## src/rtl/fb_write_arbiter.sv

```systemverilog
// rtl/fb_write_arbiter.sv - framebuffer write-port arbiter with timeout abort.
// Define FB_ARB_ROUND_ROBIN_EN for round-robin arbitration; otherwise lowest index wins.
module fb_write_arbiter #(
  parameter int NUM_REQ        = 4,
  parameter int TIMEOUT_CYCLES = 1024
) (
  input  logic                       clk,
  input  logic                       rst_n,
  input  logic [NUM_REQ-1:0]         req_valid,
  input  logic [NUM_REQ*8-1:0]       req_xpos,
  input  logic [NUM_REQ*8-1:0]       req_ypos,
  input  logic [NUM_REQ*8-1:0]       req_din,
  output logic [NUM_REQ-1:0]         req_ack,
  input  logic                       fb_rst_complete,
  output logic                       fb_we,
  output logic [7:0]                 fb_w_xpos,
  output logic [7:0]                 fb_w_ypos,
  output logic [7:0]                 fb_din,
  input  logic                       fb_w_data_valid,
  output logic [$clog2(NUM_REQ)-1:0] grant_id,
  output logic                       busy,
  output logic                       timeout_err
);

  localparam int          GW      = $clog2(NUM_REQ);
  localparam logic [15:0] TO_LAST = 16'(TIMEOUT_CYCLES - 1);

  typedef enum logic [1:0] {
    ST_INIT,
    ST_IDLE,
    ST_WRITE,
    ST_RELEASE
  } state_t;

  state_t               state_q, state_d;
  logic                 fb_we_q, fb_we_d;
  logic [7:0]           xpos_q, xpos_d;
  logic [7:0]           ypos_q, ypos_d;
  logic [7:0]           din_q, din_d;
  logic [NUM_REQ-1:0]   ack_q, ack_d;
  logic [GW-1:0]        grant_q, grant_d;
  logic                 busy_q, busy_d;
  logic                 err_q, err_d;
  logic [15:0]          cnt_q, cnt_d;

  logic                 any_req;
  logic [GW-1:0]        win_idx;

`ifdef FB_ARB_ROUND_ROBIN_EN
  logic [GW-1:0] rr_ptr_q, rr_ptr_d;
  logic [GW-1:0] cand;

  // Walk offsets from farthest to nearest so the nearest valid index to the pointer wins.
  always_comb begin
    any_req = 1'b0;
    win_idx = '0;
    cand    = '0;
    for (int off = NUM_REQ - 1; off >= 0; off--) begin
      cand = GW'((int'(rr_ptr_q) + off) % NUM_REQ);
      if (req_valid[cand]) begin
        any_req = 1'b1;
        win_idx = cand;
      end
    end
  end

  // Pointer moves past the granted requester only when the write ends by ack or timeout.
  always_comb begin
    rr_ptr_d = rr_ptr_q;
    if (state_q == ST_WRITE && state_d == ST_RELEASE) begin
      rr_ptr_d = (grant_q == GW'(NUM_REQ - 1)) ? '0 : grant_q + GW'(1);
    end
  end

  always_ff @(posedge clk) begin
    if (!rst_n) rr_ptr_q <= '0;
    else        rr_ptr_q <= rr_ptr_d;
  end
`else
  always_comb begin
    any_req = 1'b0;
    win_idx = '0;
    for (int i = NUM_REQ - 1; i >= 0; i--) begin
      if (req_valid[i]) begin
        any_req = 1'b1;
        win_idx = GW'(i);
      end
    end
  end
`endif

  always_comb begin
    state_d = state_q;
    fb_we_d = fb_we_q;
    xpos_d  = xpos_q;
    ypos_d  = ypos_q;
    din_d   = din_q;
    ack_d   = '0;
    grant_d = grant_q;
    err_d   = err_q;
    cnt_d   = cnt_q;

    case (state_q)
      ST_INIT: begin
        fb_we_d = 1'b0;
        cnt_d   = '0;
        if (fb_rst_complete) state_d = ST_IDLE;
      end
      ST_IDLE: begin
        if (!fb_rst_complete) begin
          state_d = ST_INIT;
        end else if (any_req) begin
          xpos_d  = req_xpos[8*win_idx +: 8];
          ypos_d  = req_ypos[8*win_idx +: 8];
          din_d   = req_din[8*win_idx +: 8];
          fb_we_d = 1'b1;
          grant_d = win_idx;
          cnt_d   = '0;
          state_d = ST_WRITE;
        end
      end
      ST_WRITE: begin
        // Acceptance is checked before the timeout so a last-cycle accept still acks.
        if (!fb_rst_complete) begin
          fb_we_d = 1'b0;
          state_d = ST_INIT;
        end else if (fb_w_data_valid) begin
          fb_we_d        = 1'b0;
          ack_d[grant_q] = 1'b1;
          state_d        = ST_RELEASE;
        end else if (cnt_q == TO_LAST) begin
          fb_we_d = 1'b0;
          err_d   = 1'b1;
          state_d = ST_RELEASE;
        end else begin
          cnt_d = cnt_q + 16'd1;
        end
      end
      ST_RELEASE: begin
        if (!fb_rst_complete)      state_d = ST_INIT;
        else if (!fb_w_data_valid) state_d = ST_IDLE;
      end
      default: state_d = ST_INIT;
    endcase

    busy_d = (state_d != ST_IDLE);
  end

  always_ff @(posedge clk) begin
    if (!rst_n) begin
      state_q <= ST_INIT;
      fb_we_q <= 1'b0;
      xpos_q  <= '0;
      ypos_q  <= '0;
      din_q   <= '0;
      ack_q   <= '0;
      grant_q <= '0;
      busy_q  <= 1'b1;
      err_q   <= 1'b0;
      cnt_q   <= '0;
    end else begin
      state_q <= state_d;
      fb_we_q <= fb_we_d;
      xpos_q  <= xpos_d;
      ypos_q  <= ypos_d;
      din_q   <= din_d;
      ack_q   <= ack_d;
      grant_q <= grant_d;
      busy_q  <= busy_d;
      err_q   <= err_d;
      cnt_q   <= cnt_d;
    end
  end

  assign req_ack     = ack_q;
  assign fb_we       = fb_we_q;
  assign fb_w_xpos   = xpos_q;
  assign fb_w_ypos   = ypos_q;
  assign fb_din      = din_q;
  assign grant_id    = grant_q;
  assign busy        = busy_q;
  assign timeout_err = err_q;

endmodule

```

## config.mk

```make
export PLATFORM = sky130hd
export DESIGN_NAME = fb_write_arbiter
export DESIGN_NICKNAME = d
export VERILOG_FILES = /design/src/rtl/fb_write_arbiter.sv
export SDC_FILE = /design/constraint.sdc
export NUM_CORES = 1
export LEC_CHECK = 0
export ABC_AREA = 0
export CORE_MARGIN = 2
export CORE_UTILIZATION = 55
export CTS_CLUSTER_SIZE = 16
export DETAILED_ROUTE_END_ITERATION = 8
export DONT_BUFFER_PORTS = 1
export PLACE_DENSITY = 0.74
export RECOVER_POWER = 25
export SYNTH_ARGS = -nofsm -noshare
export SYNTH_HDL_FRONTEND = slang
export SYNTH_SLANG_ARGS = --single-unit
```

## constraint.sdc

```tcl
create_clock -name clk -period 6.1 [get_ports clk]
set_clock_uncertainty 0.2 [all_clocks]
set_input_delay 0 -clock clk [delete_from_list [all_inputs] [get_ports clk]]
set_output_delay 0 -clock clk [all_outputs]
set_load 0.03 [all_outputs]
```

==> impl_metrics.tcl, run 1 <==
set metrics [dict create \
    max_h_tree_level 2 \
    critPathCaptureType "flop" \
    sinks_on_the_clock_net 51 \
    outcome "finished clean" \
    total_leakage_power_nw 1.52 \
    timing.critical_path.arrival_ns 3.54 \
    clock_root_buffer "clkbuf_8" \
    antennaDiodeCount 0 \
    synthesized_net_count 396 \
    crit_fanout 25 \
    grt_max_degree 26 \
    ctsResizeCount 0 \
    netlist_top_cells_area "dfxtp_1, mux2i_1, a221oi_1, a21o_1, o22ai_1" \
    min_period_over_period_pct 57.9 \
    synthDominantCellAreaShare_pct 38.5 \
    insertion_delay_ns 0.31 \
    setup_total_negative_slack_ns 0 \
    vias_in_the_first_global_route 2768 \
    power.net_switching_w 0.000190 \
    die_y_um 73.5 \
    sequential_cell_area_um2 1020 \
    globalRouteOverflowTotal 0 \
    crit_path_start_kind "primary input" \
    ctsLongestPathBuffers 2 \
    sw_share_pct 26.3 \
    maxSlewHeadroom_pct 20.0 \
    netlist_area_um2 2650 \
    p_int_w 0.000531 \
    final_nets 462 \
    timing.critical_path.mode_cell "dlygate4sd3_1" \
    layout_setup_ws_ns 2.57 \
    coreArea_um2 4690 \
    criticalPathCategory "in2reg" \
    synth_seq_area_share_pct 38.5 \
    die_x_um 73.5 \
    syn_avg_cell_area_um2 9.12 \
    die-area_um2 5400 \
    grt_use_total_pct 32.8 \
    max-cap-violations 0 \
    pwr_density_cell_nw_per_um2 203 \
    required_ns 6.10 \
    dr.first_iter.drc_count 240 \
    grt_antenna_before_repair 0 \
    fill_cells 288 \
    yosys_warnings 0 \
    initial_core_util_pct 56.6 \
    count_of_state_elements_after_synthesis 51 \
    critical_path.max_stage_delay_ns 1.08 \
    holdCritPathClass "in2reg" \
    fraction_of_layout_cells_with_a_size_suffix_above_1_pct 5.87 \
    routed-via-count 2856 \
    cell_by_cell_trace_of_the_critical_path "nand2b_1 -> a21oi_4 -> mux2i_1 -> dlygate4sd3_1 -> a221oi_1 -> dlygate4sd3_1 -> a21o_1" \
    clock_tree_from_tritoncts "yes" \
    detailedPlacementHpwl_um 4590 \
    flow.area_growth_from_synthesis_pct 33.7 \
    critPathBufInv 2 \
    cts_setup_buffers 0 \
    critPathTopFamily "compound AO/OA/AOI/OAI gates" \
    wl_per_cell_um 21.9 \
    final-setup-viol-count 0 \
    final-max-slew-violation-count 0 \
    port-buffer-count 0 \
    post-route-drc-count 0 \
    timing.fmax_mhz 283 \
    post_synth_inst_count 291 \
    drt_wl_total_um 9010 \
    power_frac_clock_pct 34.5 \
    critPathSlowestCell "a21oi_4" \
    cts_inserted_buffers 5 \
    drt_pass1_iterations 5 \
    worst_setup_hold_path_clk_slew_ns 0.09 \
    design.portCount 137 \
    ir_worst_vdd_uv 145 \
    routed_via_density 6.93 \
    rsz0062_at_grt "false" \
    pre_cts_ws_ns 3.34 \
    tightestPinTransition_ns 1.20 \
    layout_commonest_cell "dlygate4sd3_1" \
    share_of_total_power_in_sequential_cells_pct 50.1 \
    antenna_left 0 \
    grt_first_pass_wirelength_um 13600 \
    report.final.hold_viol_count 0 \
    multi_input_comb_area_um2 1510 \
    combinationalPowerShare_pct 15.4 \
    synth.largest_area_cell "dfxtp_1" \
    globalplace.congestion 0.826 \
    fin_crit_period_ns 3.53 \
    rows 25 \
    cts_hold_buf 79 \
    synth.lib_cells_used.distinct 40 \
    layout_common_cells "dlygate4sd3_1, dfxtp_1, mux2i_1" \
]
[power by group through the flow]
stage	Clock, W	Combinational, W	Sequential [W]
global route	0.000261	0.000117	0.000362
detailed placement	0	0.0000629	0.000368
global placement	0	0.0000621	0.000368
finish	0.000249	0.000111	0.000361
CTS	0.000249	0.000101	0.000361
floorplan	0	0.0000533	0.000366
[final timing paths]
| kind | start | endpoint | slack, ns | cells after the start |
|---|---|---|---|---|
| worst max-delay path | req_valid[2] | fb_w_xpos[3] | 2.57 | 7 |
| worst min-delay path | req_valid[3] | busy | 0.03 | 3 |
| worst max register to register | state_q[0] | fb_din[5] | 3.19 | 6 |
| worst min register to register | cnt_q[13] | cnt_q[13] | 0.31 | 2 |
[cell usage after synthesis]
| master | number |
|---|---|
| a22o_1 | 1 |
| o21a_1 | 2 |
| or2_0 | 1 |
| inv_1 | 6 |
| a221oi_1 | 24 |
| o21ai_1 | 7 |
| xor2_1 | 3 |
| nor4_1 | 2 |
| buf_2 | 2 |
| a21oi_1 | 6 |
| or4_1 | 5 |
| nand4_1 | 3 |
| or3_1 | 10 |
| dfxtp_1 | 51 |
| nand2b_1 | 2 |
| o21ai_0 | 7 |
| o31ai_1 | 3 |
| a21oi_2 | 8 |
| nand2_1 | 12 |
| clkbuf_1 | 18 |
| a21o_1 | 24 |
| mux2_2 | 1 |
| buf_12 | 1 |
| mux2i_1 | 25 |
| a21boi_1 | 1 |
| or4b_1 | 1 |
| o2111ai_1 | 4 |
| nor2_1 | 8 |
| nor3_2 | 1 |
| o211ai_1 | 3 |
| and4_1 | 1 |
| buf_6 | 1 |
| nor3_1 | 7 |
| nor3b_1 | 1 |
| and3_1 | 4 |
| and2_1 | 4 |
| ha_1 | 1 |
| nor2b_1 | 2 |
| nand3_1 | 4 |
| o22ai_1 | 24 |
[routing by layer]
metal  wire length (µm)  vias to the layer above  track usage [%]  part of all wire [%]
met5                  0                        -                0                     0
met4                453                        0             19.2                   5.0
met3                814                       46             10.2                   9.0
met2               4300                      181             52.1                    48
met1               3440                     1355             38.9                    38
li1                   -                     1274                -                     -
[layout make-up]
class,count,area share [%]
repair buffers,81,22.7
flip-flops and latches,51,28.8
well taps,54,1.90
inverters,6,0.635
clock inverters,2,0.988
multi-input cells,212,42.6
clock buffers,6,2.33
[registers in the layout (all words and copies together), names as in the netlist]
signal / count
cnt_q: 16
fb_din: 8
fb_w_xpos: 8
fb_w_ypos: 8
req_ack: 4
grant_id: 2
state_q: 2
busy: 1
fb_we: 1
timeout_err: 1
[tightest hold or removal path: stages]
cell and delay [ns]:
nor4_1 0.08, or3_1 0.34, nand3_1 0.09
[cells by family (layout without fill, tap and decap cells)]
kind of cell	after synthesis	after routing	synth area share, %
AO/OA/AOI/OAI	114	114	31.0
AND/OR/NAND/NOR	68	68	14.3
flip-flops	51	51	38.5
buffers and inverters	28	95	4.95
multiplexers	26	26	9.85
XOR/XNOR	3	3	0.990
adder cells (fa/ha/maj)	1	1	0.471
[through the flow]
| stage | instances | util (%) | area [µm²] | hold slack (ns) | power [W] |
|---|---|---|---|---|---|
| 2_1_floorplan | 291 | - | 2650 | -0.0783 | 0.000420 |
| 3_3_place_gp | 325 | 56.2 | 2640 | -0.0738 | 0.000431 |
| 3_5_place_dp | 325 | 56.2 | 2640 | -0.0667 | 0.000431 |
| 4_1_cts | 412 | 75.6 | 3550 | 0.00167 | 0.000711 |
| 5_1_grt | 412 | 75.6 | 3550 | 0.0526 | 0.000740 |
| 6_report | 412 | 75.6 | 3550 | 0.0264 | 0.000721 |
Note: power is estimated with default switching activity, not from simulation.
==> inputs of run 2 (changes only) <==
==> constraint.sdc (replaced) <==
create_clock -name clk -period 3.4 [get_ports clk]
set_clock_uncertainty 0.2 [all_clocks]
set_input_delay 0 -clock clk [delete_from_list [all_inputs] [get_ports clk]]
set_output_delay 0 -clock clk [all_outputs]
set_load 0.03 [all_outputs]
==> impl_metrics.tcl, run 2 (synthesized netlist as in run 1, its figures left out) <==
set metrics [dict create \
    vias_in_the_first_global_route 2655 \
    antenna_left 0 \
    max-cap-violations 0 \
    crit_path_start_kind "flop" \
    max_h_tree_level 2 \
    min_period_over_period_pct 90.5 \
    final_nets 464 \
    sequential_cell_area_um2 1020 \
    layout_commonest_cell "dlygate4sd3_1" \
    min_hold_slack_ns 0.0521 \
    die-area_um2 5400 \
    grt_max_degree 26 \
    endpoint_of_the_worst_register_to_register_path "fb_din[1]" \
    grt_first_pass_wirelength_um 13800 \
    holdCritPathClass "in2reg" \
    layout_common_cells "dlygate4sd3_1, dfxtp_1, mux2i_1" \
    wl_per_cell_um 22.6 \
    port-buffer-count 0 \
    ff2ff_setup_slack_ns 0.32 \
    holdPathStages 3 \
    multi_input_comb_area_um2 1510 \
    coreArea_um2 4690 \
    outcome "finished clean" \
    final-setup-viol-count 0 \
    clock_root_buffer "clkbuf_8" \
    post_dp_cell_area_um2 2660 \
    final-max-slew-violation-count 0 \
    initial_core_util_pct 56.6 \
    timing.fmax_mhz 325 \
    maxSlewHeadroom_pct 21.8 \
    detailedPlacementHpwl_um 4630 \
    rr_startpoint "state_q[0]" \
    largest_register_ff_count 16 \
    routed_via_density 7.01 \
    die_y_um 73.5 \
    fraction_of_layout_cells_with_a_size_suffix_above_1_pct 6.41 \
    fill_cells 291 \
    combinationalPowerShare_pct 16.5 \
    power_frac_clock_pct 29.8 \
    criticalPathCategory "reg2reg" \
    insertion_delay_ns 0.30 \
    min_to "busy" \
    rr_worst_depth 6 \
    p_int_w 0.000875 \
    total_leakage_power_nw 1.51 \
    ctsLongestPathBuffers 2 \
    sinks_on_the_clock_net 51 \
    finish.instance_area_um2 3530 \
    tightestPinTransition_ns 1.17 \
    grt_antenna_before_repair 0 \
    report.final.hold_viol_count 0 \
    crit_fanout 25 \
    dr.first_iter.drc_count 221 \
    die_x_um 73.5 \
    cts_inserted_buffers 5 \
    critPathCaptureType "flop" \
    antennaDiodeCount 0 \
    required_ns 3.45 \
    pwr_density_cell_nw_per_um2 342 \
    drt_wl_total_um 9320 \
    flow.area_growth_from_synthesis_pct 33.0 \
    worst_setup_hold_path_clk_slew_ns 0.09 \
    sw_share_pct 27.6 \
    grt_use_total_pct 33.6 \
    rows 25 \
    timing.critical_path.arrival_ns 3.13 \
    hold_path_startpoint "req_valid[0]" \
    drt_pass1_iterations 4 \
    fin_util_pct 75.2 \
    design.portCount 137 \
    post-route-drc-count 0 \
    share_of_total_power_in_sequential_cells_pct 53.7 \
    ir_worst_vdd_uv 291 \
    rsz0062_at_grt "false" \
    fin_crit_period_ns 3.08 \
    globalplace.congestion 0.864 \
    setup_total_negative_slack_ns 0 \
    routed-via-count 2896 \
    globalRouteOverflowTotal 0 \
    top_register "cnt_q" \
    clock_tree_from_tritoncts "yes" \
    power.net_switching_w 0.000333 \
]
## run 2: per-layer routing
| layer | wire length, µm | up-vias | GRT usage, % |
|---|---|---|---|
| met2 | 4430 | 213 | 55.1 |
| met1 | 3600 | 1367 | 40.9 |
| li1 | - | 1277 | - |
| met5 | 0 | - | 0 |
| met4 | 466 | 0 | 18.0 |
| met3 | 823 | 39 | 7.54 |
## run 2: worst max path at each step
stage               startpoint            to  slack [ns]  cells past startpoint
floorplan            cnt_q[12]     cnt_q[10]        1.25                      7
global placement     cnt_q[12]      cnt_q[0]        1.20                      6
detailed placement   cnt_q[12]      cnt_q[0]        1.15                      6
CTS                 state_q[0]  fb_w_xpos[0]        0.62                      6
global route        state_q[0]     fb_din[0]        0.25                      6
finish              state_q[0]     fb_din[1]        0.32                      6
## run 2: worst max-delay path, stage by stage (launching register included)
cell	delay [ns]
dfxtp_1	0.36
inv_1	0.12
nor3_1	0.41
nand2_1	0.67
a221oi_1	0.52
dlygate4sd3_1	0.65
a21o_1	0.10
## run 2: repair_timing
action | in CTS | in global routing
hold buffers | 78 | 0
setup buffers | 0 | 0
endpoints found under the setup margin | 0 | 0
endpoints found under the hold margin | 43 | 0
resized for setup | 0 | 0
## run 2: layout make-up
cell class	count	area share (%)
well taps	54	1.91
inverters	6	0.638
clock buffers	6	2.34
repair buffers	83	23.2
clock inverters	1	0.142
multi-input cells	212	42.9
flip-flops and latches	51	28.9
## run 2: metrics by stage
| step | cells | total power, W | setup slack, ns |
|---|---|---|---|
| 6_report | 413 | 0.00121 | 0.322 |
| 5_1_grt | 413 | 0.00124 | 0.245 |
| 4_1_cts | 413 | 0.00119 | 0.618 |
| 3_5_place_dp | 328 | 0.000776 | 1.15 |
| 3_3_place_gp | 328 | 0.000775 | 1.20 |
| 2_1_floorplan | 291 | 0.000753 | 1.25 |
## run 2: power groups by stage
stage	registers [W]	clock network, W	logic (W)
floorplan	0.000657	0	0.0000956
global placement	0.000661	0	0.000114
detailed placement	0.000661	0	0.000115
CTS	0.000647	0.000359	0.000183
global route	0.000650	0.000384	0.000209
finish	0.000649	0.000361	0.000199
==> inputs of run 3 (changes only) <==
--- a/config.mk
+++ b/config.mk
@@ -6,12 +6,14 @@
 export NUM_CORES = 1
 export LEC_CHECK = 0
 export ABC_AREA = 0
+export CELL_PAD_IN_SITES_DETAIL_PLACEMENT = 0
+export CELL_PAD_IN_SITES_GLOBAL_PLACEMENT = 2
 export CORE_MARGIN = 2
-export CORE_UTILIZATION = 55
+export CORE_UTILIZATION = 31
 export CTS_CLUSTER_SIZE = 16
 export DETAILED_ROUTE_END_ITERATION = 8
 export DONT_BUFFER_PORTS = 1
-export PLACE_DENSITY = 0.74
+export PLACE_DENSITY = 0.78
 export RECOVER_POWER = 25
 export SYNTH_ARGS = -nofsm -noshare
 export SYNTH_HDL_FRONTEND = slang
==> constraint.sdc (replaced) <==
create_clock -name clk -period 2.58 [get_ports clk]
set_clock_uncertainty 0.2 [all_clocks]
set_input_delay 0 -clock clk [delete_from_list [all_inputs] [get_ports clk]]
set_output_delay 0 -clock clk [all_outputs]
set_load 0.03 [all_outputs]
==> impl_metrics.tcl, run 3 (synthesized netlist as in run 1, its figures left out) <==
set metrics [dict create \
    pwr_density_cell_nw_per_um2 441 \
    fin_crit_period_ns 2.46 \
    report.final.hold_viol_count 1 \
    sinks_on_the_clock_net 51 \
    holdCritPathClass "in2reg" \
    critPathTopFamily "buffers and inverters" \
    layout_commonest_cell "dlygate4sd3_1" \
    rows 33 \
    outcome "complete, but fails checks" \
    timing.fmax_mhz 407 \
    coreArea_um2 8260 \
    worst_setup_hold_path_clk_slew_ns 0.10 \
    final-setup-viol-count 0 \
    timing.critical_path.arrival_ns 2.47 \
    antenna_left 0 \
    final_nets 471 \
    design.portCount 137 \
    die_x_um 96.5 \
    dr.first_iter.drc_count 77 \
    min_period_over_period_pct 95.3 \
    timing.critical_path.mode_cell "dlygate4sd3_1" \
    cts_inserted_buffers 5 \
    detailedPlacementHpwl_um 5250 \
    globalplace.congestion 0.721 \
    setup_total_negative_slack_ns 0 \
    required_ns 2.60 \
    tightestPinTransition_ns 1.10 \
    flow.area_growth_from_synthesis_pct 38.2 \
    total_leakage_power_nw 1.55 \
    min_hold_slack_ns -0.00830 \
    final-max-slew-violation-count 0 \
    port-buffer-count 0 \
    maxSlewHeadroom_pct 26.9 \
    grt_max_degree 26 \
    grt_first_pass_wirelength_um 12600 \
    crit_path_start_kind "primary input" \
    rsz0062_at_grt "false" \
    critical_path.max_stage_delay_ns 0.62 \
    grt_antenna_before_repair 0 \
    cell_by_cell_trace_of_the_critical_path "nand2b_1 -> a21oi_4 -> buf_4 -> mux2i_1 -> dlygate4sd3_1 -> a221oi_1 -> dlygate4sd3_1 -> a21o_1" \
    routed_via_density 5.68 \
    wl_per_cell_um 17.7 \
    post-route-drc-count 0 \
    die_y_um 96.5 \
    critPathSlowestCell "dlygate4sd3_1" \
    max_h_tree_level 2 \
    die-area_um2 9320 \
    clock_tree_from_tritoncts "yes" \
    antennaDiodeCount 0 \
    post_dp_cell_area_um2 2760 \
    initial_core_util_pct 32.1 \
    globalRouteOverflowTotal 0 \
    layout_setup_ws_ns 0.122 \
    criticalPathCategory "in2reg" \
    fraction_of_layout_cells_with_a_size_suffix_above_1_pct 7.90 \
    crit_fanout 24 \
    drt_wl_total_um 8350 \
    finish.instance_area_um2 3670 \
    fill_cells 815 \
    top_register "cnt_q" \
    ir_worst_vdd_uv 237 \
    violations "hold timing" \
    routed-via-count 2679 \
    critPathCaptureType "flop" \
    ctsLongestPathBuffers 2 \
    max-cap-violations 0 \
    drt_pass1_iterations 4 \
    critPathBufInv 3 \
    insertion_delay_ns 0.30 \
    pre_cts_ws_ns 0.303 \
    clock_root_buffer "clkbuf_8" \
    largest_register_ff_count 16 \
    vias_in_the_first_global_route 2624 \
    cts_setup_buffers 0 \
    grt_use_total_pct 17.6 \
    layout_common_cells "dlygate4sd3_1, dfxtp_1, mux2i_1" \
]
run 3: changes by cell type in the layout (fill, tap and decap cells not counted):
cell           delta
clkbuf_1          +1
nor3_2            +1
nor2_1            -1
buf_4             +4
nor2_2            +1
clkinv_4          +1
dlygate4sd3_1     +3
clkinv_2          -1
nor3_1            -1
run 3: final timing paths:
kind	startpoint	endpoint	slack, ns	depth (start not counted)
worst min-delay path	req_ypos[23]	fb_w_ypos[7]	-0.008	3
worst max register to register	state_q[0]	fb_w_xpos[6]	0.24	7
worst max-delay path	req_valid[2]	fb_w_xpos[1]	0.12	8
worst min register to register	cnt_q[15]	cnt_q[15]	0.29	2
run 3: layout make-up:
type,instances,area (µm²),share of cell area [%]
clock buffer,7,86.3,2.35
multi-input combinational,212,1520,41.4
tap,105,131,3.58
sequential,51,1020,27.8
inverter,6,22.5,0.614
timing repair buffer,90,878,23.9
clock inverter,1,8.76,0.239
run 3: repair_timing:
action                                  4_1_cts  5_1_grt
endpoints found under the hold margin        38        2
endpoints found under the setup margin        0        5
gates resized for setup                       0        1
hold buffers                                 79        2
run 3: metal layers:
| metal | wire length [µm] | global-route usage [%] | part of all wire [%] | vias to the layer above |
|---|---|---|---|---|
| met4 | 250 | 8.22 | 3.0 | 0 |
| li1 | - | - | - | 1289 |
| met1 | 3360 | 19.8 | 40 | 1250 |
| met5 | 0 | 0 | 0 | - |
| met2 | 4150 | 30.3 | 50 | 117 |
| met3 | 583 | 5.28 | 7.0 | 23 |
run 3: worst reg2reg max path: stages, from the launching register on:
cell and delay [ns]:
dfxtp_1 0.36, inv_1 0.11, nor3_2 0.29, nand2_1 0.10
buf_4 0.23, a221oi_1 0.31, dlygate4sd3_1 0.61, a21o_1 0.08
run 3: power breakdown:
part           total [W]  internal (W)  leakage (nW)  switching [W]
registers       0.000854      0.000805         0.413      0.0000486
logic           0.000264      0.000144          1.09       0.000119
clock network   0.000501      0.000221        0.0484       0.000280
run 3: stage by stage:
step,utilization [%],hold slack [ns],std cells,power (W)
2_1_floorplan,-,-0.0783,291,0.000992
3_3_place_gp,33.4,-0.0734,383,0.00103
3_5_place_dp,33.4,-0.0747,383,0.00103
4_1_cts,44.1,0.00465,470,0.00163
5_1_grt,44.4,0.0163,472,0.00168
6_report,44.4,-0.00830,472,0.00162
